### src/rtl/i2c_seq_pkg.sv
// Shared types for the I2C command sequencer.
//   seq_state_e : sequencer FSM states
//   cmd_t       : queued host command {rw, addr, data}
//   rsp_t       : queued response {err, data}
package i2c_seq_pkg;

    typedef enum logic [1:0] {
        StIdle     = 2'd0,
        StIssue    = 2'd1,
        StWaitDone = 2'd2,
        StRespond  = 2'd3
    } seq_state_e;

    typedef struct packed {
        logic       rw;
        logic [9:0] addr;
        logic [7:0] data;
    } cmd_t;

    typedef struct packed {
        logic       err;
        logic [7:0] data;
    } rsp_t;

    localparam int unsigned CmdW = $bits(cmd_t);
    localparam int unsigned RspW = $bits(rsp_t);

endpackage

### src/rtl/i2c_cmd_sequencer_if.sv
// Bus bundle of the I2C command sequencer: host command/response side plus the
// start/busy handshake towards the I2C master driver.
//   master : host and driver side (drives commands, rsp_ready, drv_busy/rdata)
//   slave  : sequencer side
interface i2c_cmd_sequencer_if #(
    parameter int unsigned CMD_DEPTH = 4
);
    localparam int unsigned CntW = $clog2(CMD_DEPTH + 1);

    logic            cmd_valid;
    logic            cmd_ready;
    logic            cmd_rw;
    logic [9:0]      cmd_addr;
    logic [7:0]      cmd_data;
    logic            rsp_valid;
    logic            rsp_ready;
    logic [7:0]      rsp_data;
    logic            rsp_err;
    logic            drv_start;
    logic            drv_rw;
    logic [9:0]      drv_addr;
    logic [7:0]      drv_data;
    logic            drv_busy;
    logic [7:0]      drv_rdata;
    logic            seq_idle;
    logic [CntW-1:0] cmd_count;

    modport master (
        output cmd_valid, cmd_rw, cmd_addr, cmd_data, rsp_ready, drv_busy, drv_rdata,
        input  cmd_ready, rsp_valid, rsp_data, rsp_err, drv_start, drv_rw, drv_addr, drv_data,
        input  seq_idle, cmd_count
    );

    modport slave (
        input  cmd_valid, cmd_rw, cmd_addr, cmd_data, rsp_ready, drv_busy, drv_rdata,
        output cmd_ready, rsp_valid, rsp_data, rsp_err, drv_start, drv_rw, drv_addr, drv_data,
        output seq_idle, cmd_count
    );

endinterface

### src/rtl/i2c_seq_fifo.sv
// Synchronous show-ahead FIFO with occupancy count.
//   push/wdata : write, ignored when full (no pop bypass)
//   pop        : read, ignored when empty
//   rdata      : head entry, forced to zero while empty
//   empty/count: occupancy
module i2c_seq_fifo #(
    parameter int unsigned WIDTH = 8,
    parameter int unsigned DEPTH = 4
) (
    input  logic                       clk,
    input  logic                       rst,
    input  logic                       push,
    input  logic [WIDTH-1:0]           wdata,
    input  logic                       pop,
    output logic [WIDTH-1:0]           rdata,
    output logic                       empty,
    output logic [$clog2(DEPTH+1)-1:0] count
);
    localparam int unsigned PtrW = $clog2(DEPTH);
    localparam int unsigned CntW = $clog2(DEPTH + 1);

    logic [WIDTH-1:0] mem_q [DEPTH];
    logic [PtrW-1:0]  wptr_q, wptr_d, rptr_q, rptr_d;
    logic [CntW-1:0]  count_q, count_d;
    logic             do_push, do_pop;

    // Pointers wrap naturally because DEPTH is a power of two.
    always_comb begin
        do_push = push && (count_q != CntW'(DEPTH));
        do_pop  = pop && (count_q != '0);
        wptr_d  = do_push ? wptr_q + PtrW'(1) : wptr_q;
        rptr_d  = do_pop ? rptr_q + PtrW'(1) : rptr_q;
        count_d = count_q + CntW'(do_push) - CntW'(do_pop);
    end

    always_ff @(posedge clk) begin
        if (rst) begin
            wptr_q  <= '0;
            rptr_q  <= '0;
            count_q <= '0;
        end else begin
            wptr_q  <= wptr_d;
            rptr_q  <= rptr_d;
            count_q <= count_d;
        end
    end

    always_ff @(posedge clk) begin
        if (do_push) mem_q[wptr_q] <= wdata;
    end

    assign empty = (count_q == '0);
    assign count = count_q;
    assign rdata = empty ? '0 : mem_q[rptr_q];

endmodule

### src/rtl/i2c_cmd_sequencer.sv
// Buffers host I2C transactions and runs them one at a time against the master
// driver's level start / busy handshake, returning one in-order response each.
//   clk, rst : clock, synchronous active-high reset
//   bus      : host command/response and driver handshake (slave modport)
module i2c_cmd_sequencer
    import i2c_seq_pkg::*;
#(
    parameter int unsigned CMD_DEPTH     = 4,
    parameter int unsigned RSP_DEPTH     = 4,
    parameter int unsigned START_TIMEOUT = 1023,
    parameter int unsigned XFER_TIMEOUT  = 65535
) (
    input logic                clk,
    input logic                rst,
    i2c_cmd_sequencer_if.slave bus
);
    localparam int unsigned CntW    = $clog2(CMD_DEPTH + 1);
    localparam int unsigned RspCntW = $clog2(RSP_DEPTH + 1);
    localparam int unsigned MaxTo   = (START_TIMEOUT > XFER_TIMEOUT) ? START_TIMEOUT
                                                                     : XFER_TIMEOUT;
    localparam int unsigned TmrW    = $clog2(MaxTo + 1);

    seq_state_e        state_q, state_d;
    logic [TmrW-1:0]   tmr_q, tmr_d;
    cmd_t              drv_q, drv_d;
    logic              drv_start_q, drv_start_d;
    rsp_t              rsp_q, rsp_d;

    cmd_t              cmd_in, cmd_head;
    logic              cmd_push, cmd_pop, cmd_empty;
    logic [CntW-1:0]   cmd_cnt;
    rsp_t              rsp_head;
    logic              rsp_push, rsp_pop, rsp_empty, rsp_full;
    logic [RspCntW-1:0] rsp_cnt;

    assign cmd_in   = '{rw: bus.cmd_rw, addr: bus.cmd_addr, data: bus.cmd_data};
    assign cmd_push = bus.cmd_valid && bus.cmd_ready;
    assign rsp_pop  = bus.rsp_ready && !rsp_empty;
    assign rsp_full = (rsp_cnt == RspCntW'(RSP_DEPTH));

    i2c_seq_fifo #(.WIDTH(CmdW), .DEPTH(CMD_DEPTH)) u_cmd_fifo (
        .clk   (clk),
        .rst   (rst),
        .push  (cmd_push),
        .wdata (cmd_in),
        .pop   (cmd_pop),
        .rdata (cmd_head),
        .empty (cmd_empty),
        .count (cmd_cnt)
    );

    i2c_seq_fifo #(.WIDTH(RspW), .DEPTH(RSP_DEPTH)) u_rsp_fifo (
        .clk   (clk),
        .rst   (rst),
        .push  (rsp_push),
        .wdata (rsp_q),
        .pop   (rsp_pop),
        .rdata (rsp_head),
        .empty (rsp_empty),
        .count (rsp_cnt)
    );

    always_comb begin
        state_d     = state_q;
        drv_d       = drv_q;
        rsp_d       = rsp_q;
        drv_start_d = 1'b0;
        cmd_pop     = 1'b0;
        rsp_push    = 1'b0;
        unique case (state_q)
            StIdle: begin
                // Requiring a free response slot here guarantees RESPOND never stalls.
                // Requiring !drv_busy also holds off after a stuck-busy timeout.
                if (!cmd_empty && !rsp_full && !bus.drv_busy) begin
                    state_d = StIssue;
                    cmd_pop = 1'b1;
                    drv_d   = cmd_head;
                end
            end
            StIssue: begin
                if (bus.drv_busy) begin
                    state_d = StWaitDone;
                end else if (tmr_q == TmrW'(START_TIMEOUT)) begin
                    state_d = StRespond;
                    rsp_d   = '{err: 1'b1, data: 8'h00};
                end else begin
                    drv_start_d = 1'b1;
                end
            end
            StWaitDone: begin
                // Completion is tested first so it wins over a coincident timeout.
                if (!bus.drv_busy) begin
                    state_d = StRespond;
                    rsp_d   = '{err: 1'b0, data: drv_q.rw ? bus.drv_rdata : 8'h00};
                end else if (tmr_q == TmrW'(XFER_TIMEOUT)) begin
                    state_d = StRespond;
                    rsp_d   = '{err: 1'b1, data: 8'h00};
                end
            end
            StRespond: begin
                rsp_push = 1'b1;
                state_d  = StIdle;
            end
            default: state_d = StIdle;
        endcase
        // Restart the timeout on every state change, i.e. on ISSUE/WAIT_DONE entry.
        tmr_d = (state_d != state_q) ? '0 : tmr_q + TmrW'(1);
    end

    always_ff @(posedge clk) begin
        if (rst) begin
            state_q     <= StIdle;
            tmr_q       <= '0;
            drv_q       <= '0;
            drv_start_q <= 1'b0;
            rsp_q       <= '0;
        end else begin
            state_q     <= state_d;
            tmr_q       <= tmr_d;
            drv_q       <= drv_d;
            drv_start_q <= drv_start_d;
            rsp_q       <= rsp_d;
        end
    end

    assign bus.cmd_ready = (cmd_cnt != CntW'(CMD_DEPTH));
    assign bus.cmd_count = cmd_cnt;
    assign bus.rsp_valid = !rsp_empty;
    assign bus.rsp_data  = rsp_head.data;
    assign bus.rsp_err   = rsp_head.err;
    assign bus.drv_start = drv_start_q;
    assign bus.drv_rw    = drv_q.rw;
    assign bus.drv_addr  = drv_q.addr;
    assign bus.drv_data  = drv_q.data;
    assign bus.seq_idle  = (state_q == StIdle) && cmd_empty;

endmodule
### src/flat_wrapper.sv
// flat-port wrapper written by rule: the top's interface ports become plain ports
module i2c_cmd_sequencer_flat import i2c_seq_pkg::*;
#(
    parameter int unsigned CMD_DEPTH     = 4,
    parameter int unsigned RSP_DEPTH     = 4,
    parameter int unsigned START_TIMEOUT = 1023,
    parameter int unsigned XFER_TIMEOUT  = 65535
)
  (clk, rst, bus_cmd_valid, bus_cmd_rw, bus_cmd_addr, bus_cmd_data, bus_rsp_ready, bus_drv_busy, bus_drv_rdata, bus_cmd_ready, bus_rsp_valid, bus_rsp_data, bus_rsp_err, bus_drv_start, bus_drv_rw, bus_drv_addr, bus_drv_data, bus_seq_idle, bus_cmd_count);
  i2c_cmd_sequencer_if #(.CMD_DEPTH(CMD_DEPTH)) bus_i ();
  input logic clk;
  input logic rst;
  input wire logic [$bits(bus_i.cmd_valid)-1:0] bus_cmd_valid;
  input wire logic [$bits(bus_i.cmd_rw)-1:0] bus_cmd_rw;
  input wire logic [$bits(bus_i.cmd_addr)-1:0] bus_cmd_addr;
  input wire logic [$bits(bus_i.cmd_data)-1:0] bus_cmd_data;
  input wire logic [$bits(bus_i.rsp_ready)-1:0] bus_rsp_ready;
  input wire logic [$bits(bus_i.drv_busy)-1:0] bus_drv_busy;
  input wire logic [$bits(bus_i.drv_rdata)-1:0] bus_drv_rdata;
  output wire logic [$bits(bus_i.cmd_ready)-1:0] bus_cmd_ready;
  output wire logic [$bits(bus_i.rsp_valid)-1:0] bus_rsp_valid;
  output wire logic [$bits(bus_i.rsp_data)-1:0] bus_rsp_data;
  output wire logic [$bits(bus_i.rsp_err)-1:0] bus_rsp_err;
  output wire logic [$bits(bus_i.drv_start)-1:0] bus_drv_start;
  output wire logic [$bits(bus_i.drv_rw)-1:0] bus_drv_rw;
  output wire logic [$bits(bus_i.drv_addr)-1:0] bus_drv_addr;
  output wire logic [$bits(bus_i.drv_data)-1:0] bus_drv_data;
  output wire logic [$bits(bus_i.seq_idle)-1:0] bus_seq_idle;
  output wire logic [$bits(bus_i.cmd_count)-1:0] bus_cmd_count;
  assign bus_i.cmd_valid = bus_cmd_valid;
  assign bus_i.cmd_rw = bus_cmd_rw;
  assign bus_i.cmd_addr = bus_cmd_addr;
  assign bus_i.cmd_data = bus_cmd_data;
  assign bus_i.rsp_ready = bus_rsp_ready;
  assign bus_i.drv_busy = bus_drv_busy;
  assign bus_i.drv_rdata = bus_drv_rdata;
  assign bus_cmd_ready = bus_i.cmd_ready;
  assign bus_rsp_valid = bus_i.rsp_valid;
  assign bus_rsp_data = bus_i.rsp_data;
  assign bus_rsp_err = bus_i.rsp_err;
  assign bus_drv_start = bus_i.drv_start;
  assign bus_drv_rw = bus_i.drv_rw;
  assign bus_drv_addr = bus_i.drv_addr;
  assign bus_drv_data = bus_i.drv_data;
  assign bus_seq_idle = bus_i.seq_idle;
  assign bus_cmd_count = bus_i.cmd_count;
  i2c_cmd_sequencer #(.CMD_DEPTH(CMD_DEPTH), .RSP_DEPTH(RSP_DEPTH), .START_TIMEOUT(START_TIMEOUT), .XFER_TIMEOUT(XFER_TIMEOUT)) u_core (.clk(clk), .rst(rst), .bus(bus_i));
endmodule
### config.mk
export PLATFORM = sky130hd
export DESIGN_NAME = i2c_cmd_sequencer_flat
export DESIGN_NICKNAME = d
export VERILOG_FILES = /design/src/rtl/i2c_seq_pkg.sv /design/src/rtl/i2c_cmd_sequencer_if.sv /design/src/rtl/i2c_seq_fifo.sv /design/src/rtl/i2c_cmd_sequencer.sv /design/src/flat_wrapper.sv
export SDC_FILE = /design/constraint.sdc
export NUM_CORES = 1
export LEC_CHECK = 0
export CAP_MARGIN = 40
export CORE_ASPECT_RATIO = 1.4
export CORE_MARGIN = 2
export CORE_UTILIZATION = 26
export CTS_BUF_LIST = sky130_fd_sc_hd__clkbuf_4 sky130_fd_sc_hd__clkbuf_8
export DETAILED_ROUTE_END_ITERATION = 12
export PLACE_DENSITY = 0.43
export SLEW_MARGIN = 20
export SYNTH_ARGS = -nofsm -noshare
export SYNTH_HDL_FRONTEND = slang
export SYNTH_SLANG_ARGS = --single-unit
### constraint.sdc
create_clock -name clk -period 3.4 [get_ports clk]
set_input_delay 0.68 -clock clk [delete_from_list [all_inputs] [get_ports clk]]
set_output_delay 0.68 -clock clk [all_outputs]
set_load 0.03 [all_outputs]
==> summary.md <==
| Metric | Value |
|---|---|
| Status | `finished clean` |
| Fin crit share | `90.4%` |
| Crit end category | `output port` |
| Post-synthesis sequential area ratio | `67.2%` |
| Post-Synth XOR/XNOR Area | `2.93%` |
| DRT Pass-1 Iters | `4` |
| DIE HEIGHT | `roughly 200 µm` |
| Largest family of logic cells by synthesized area | `simple AND/OR/NAND/NOR gates` |
| Slew Viols, Final | `0` |
| Syn Inst Count | `459` |
| Clock skew | `12.5 ps` |
| Hold wc startpoint | `u_core.bus.drv_data[6]` |
| FF-to-FF setup slack | `~930 ps` |
| Wire length per cell | `around 17 µm` |
| Pre-CTS setup slack | `around 550 ps` |
| Synth unique cells | `45` |
| Crit Path Class | `flop to output port` |
| Synthesized area per cell | `between 10 and 15 µm²` |
| Worst hold endpoint | `u_core.bus.drv_data[6]` |
| F_max | `roughly 0.33 GHz` |
| GP Congestion | `0.659` |
| Fin Hold WS | `around 460 ps` |
| EDFF count, synth | `112` |
| Synth Net Count | `~510` |
| Final nets | `580` |
| GRT Residual Overflow | `0` |
| Chip Width | `141 µm` |
| Latest clock arrival within the worst-skew pair | `roughly 450 ps` |
| Crit-path max FO | `6` |
| Flop and latch count out of synthesis | `175` |
| Tmin final | `just over 3000 ps` |
| Reg2reg end | `u_core.u_rsp_fifo.count[2]` |
| Synth Area in Simple Gates | `around a tenth` |
| Final hold violation count | `0` |
| Top Ports | `67` |
| Rows | `70` |
| Crit path launch type | `flop` |
| Initial antenna violation count | `0` |
| Global-route wire length before repair | `around 23 mm` |
| CTS tree | `done` |
| Critical Path AT | `2390 ps` |
| Htree depth | `4` |
| Synthesis Warnings | `0` |
| Post-Syn Area | `just under 0.007 mm²` |
| Max VDD drop | `between 0.0003 and 0.0004 V` |
| R2r startpoint | `u_core.u_rsp_fifo.count[2]` |
| Hold Path Cell Cnt | `2` |
| PostCTS Resize Cnt | `0` |
| Vias/cell | `roughly 4.4` |
| Worst Max-Slew Pin Slew | `617 ps` |
| Core box area | `between 0.02 and 0.03 mm²` |
| CTS max path bufs | `2` |
| Async S/R FF share, synth | `0%` |
| Adder-cell share of the synthesized area | `2.95%` |
| Post-route DRC | `0` |
| Pwr Total | `roughly 6 mW` |
| Largest net degree at the start of global routing | `33` |
| Pleak | `approximately 2.6 nW` |
| Starting Density | `roughly a quarter` |
| Post-CTS setup buffer count | `0` |
| IO buf count | `between 60 and 70` |
| Max cap viols | `0` |
| Vias in the first global route | `roughly 4200` |
| Root buffer cell | `clkbuf_8` |
| CTS sink cnt | `175` |
| WL final | `around 15 mm` |
| Setup TNS | `0 ps` |
| Final WS setup | `327 ps` |
| Final cell count without fillers | `870` |
| Max transition margin | `about three fifths` |
| Hpwl dp | `~9.7 mm` |
| Number of placed cells counting well taps | `roughly 840` |
| Top_reg_cell synth | `edfxtp_1` |
| Hold buffers post-CTS | `0` |
| TritonCTS Buffers | `17` |
| Worst Reg-to-Reg Cells | `9` |
| Die ar. | `0.0278 mm²` |
| Hold WC Path Type | `flop to flop` |
| Compound-Gate Fraction of Synth Area | `between 4 and 5%` |
| All-Layer GR Usage | `between 10 and 15%` |
| Share of post-route cells with drive strength above 1 | `~15%` |
| Final setup viols | `0` |
| CTS clock-pin slew for the worst setup and hold paths | `approximately 90 ps` |
| RSZ-0062 raised after global routing | `false` |
| Pwr dens | `between 700 and 800 mW/mm²` |
| Mux cell area share after synthesis | `approximately a tenth` |
| Iter 0 DRT Violations | `116` |
| Antenna cell count | `0` |
| Layout area overhead | `20.4%` |
| Final ANT Viol Nets | `0` |
| Vias | `approximately 3900` |
| CP Data Required Time | `~2700 ps` |
## flip-flops by register name (all words and copies together) (netlist names), 3 cells and up, named ones only
| name | count |
|---|---|
| u_core.u_cmd_fifo.mem_q | 76 |
| u_core.u_cmd_fifo.count | 3 |
| u_core.bus.drv_data | 8 |
| u_core.u_rsp_fifo.mem_q | 36 |
| u_core.tmr_q | 16 |
| u_core.rsp_q | 9 |
| u_core.bus.drv_addr | 10 |
| u_core.u_rsp_fifo.count | 3 |
## final cells by class
type                            instances  area (µm²)
Clock buffer                           18         241
Fill cell                            2605       17800
Tap cell                              324         405
Multi-Input combinational cell        247        2070
Clock inverter                         14         131
Sequential cell                       175        4630
Timing Repair Buffer                   78         758
Inverter                               14        52.6
## synthesized netlist by cell type, types with 5 or more instances
master    instances  area, µm²
a21oi_1          23        115
a22o_1            8       70.1
and2_1           15       93.8
and3_1            8       50.1
buf_2             6       30.0
clkbuf_1         10       37.5
dfxtp_1          63       1260
edfxtp_1        112       3360
ha_1             13        163
inv_1            14       52.6
mux4_2           28        631
nand2_1          51        191
nand3_1           6       30.0
nor2_1           20       75.1
nor2b_1           5       31.3
nor4_1           16        100
xnor2_1          15        131
xor2_1            8       70.1
## stage by stage
step / area [µm²] / utilization (%)
after floorplan: 6880 / -
after global placement: 7890 / 30.2
after detailed placement: 7910 / 30.3
after CTS: 8280 / 31.7
after global routing: 8280 / 31.7
final: 8280 / 31.7
## routing by layer
| layer | routed length (µm) | up-vias | global-route usage, % |
|---|---|---|---|
| li1 | - | 1843 | - |
| met4 | 148 | 0 | 3.48 |
| met3 | 542 | 9 | 2.99 |
| met2 | 7690 | 70 | 20.2 |
| met5 | 0 | - | 0 |
| met1 | 6160 | 1943 | 12.6 |
## report_power, final
| part | internal [mW] | leakage, nW | total (mW) | switching, mW |
|---|---|---|---|---|
| Clock | 0.600 | 0.190 | 1.39 | 0.789 |
| Sequential | 2.51 | 1.48 | 2.66 | 0.157 |
| Combinational | 0.811 | 0.974 | 1.80 | 0.988 |
| Total | 3.92 | 2.64 | 5.85 | 1.93 |
## worst max path at each step
| stage | startpoint | slack, ps | endpoint | cells after the start |
|---|---|---|---|---|
| floorplan | bus_drv_busy | 620 | u_core.u_cmd_fifo.count[2] | 13 |
| global placement | bus_cmd_valid | 570 | u_core.u_cmd_fifo.count[2] | 11 |
| detailed placement | bus_cmd_valid | 550 | u_core.u_cmd_fifo.count[2] | 11 |
| CTS | flop | 240 | bus_rsp_data[7] | 4 |
| global route | flop | 150 | bus_rsp_data[4] | 4 |
| finish | flop | 330 | bus_rsp_data[7] | 4 |
## kinds of logic after synthesis
| logic type | Yosys count |
|---|---|
| AND/OR/NAND/NOR | 141 |
| adder cells (fa/ha/maj) | 15 |
| multiplexers | 30 |
| XOR/XNOR | 23 |
| buffers and inverters | 37 |
| AO/OA/AOI/OAI | 38 |
| flip-flops | 175 |
## layout by cell type (no fill, tap or decap), types with 13 or more instances in the layout
cell type | synthesis | final
xnor2_1 | 15 | 15
clkbuf_8 | 0 | 17
ha_1 | 13 | 13
and2_1 | 15 | 15
clkdlybuf4s50_1 | 0 | 65
inv_1 | 14 | 14
nor4_1 | 16 | 16
nand2_1 | 51 | 51
edfxtp_1 | 112 | 112
nor2_1 | 20 | 20
a21oi_1 | 23 | 23
mux4_2 | 28 | 28
dfxtp_1 | 63 | 62
## critical path, cell delays in order (launching register included)
cell and delay (ps):
dfxtp_1 460, buf_4 230, mux4_2 500, and2_1 170
clkdlybuf4s50_1 580
Power figures use the tool's default switching activity.
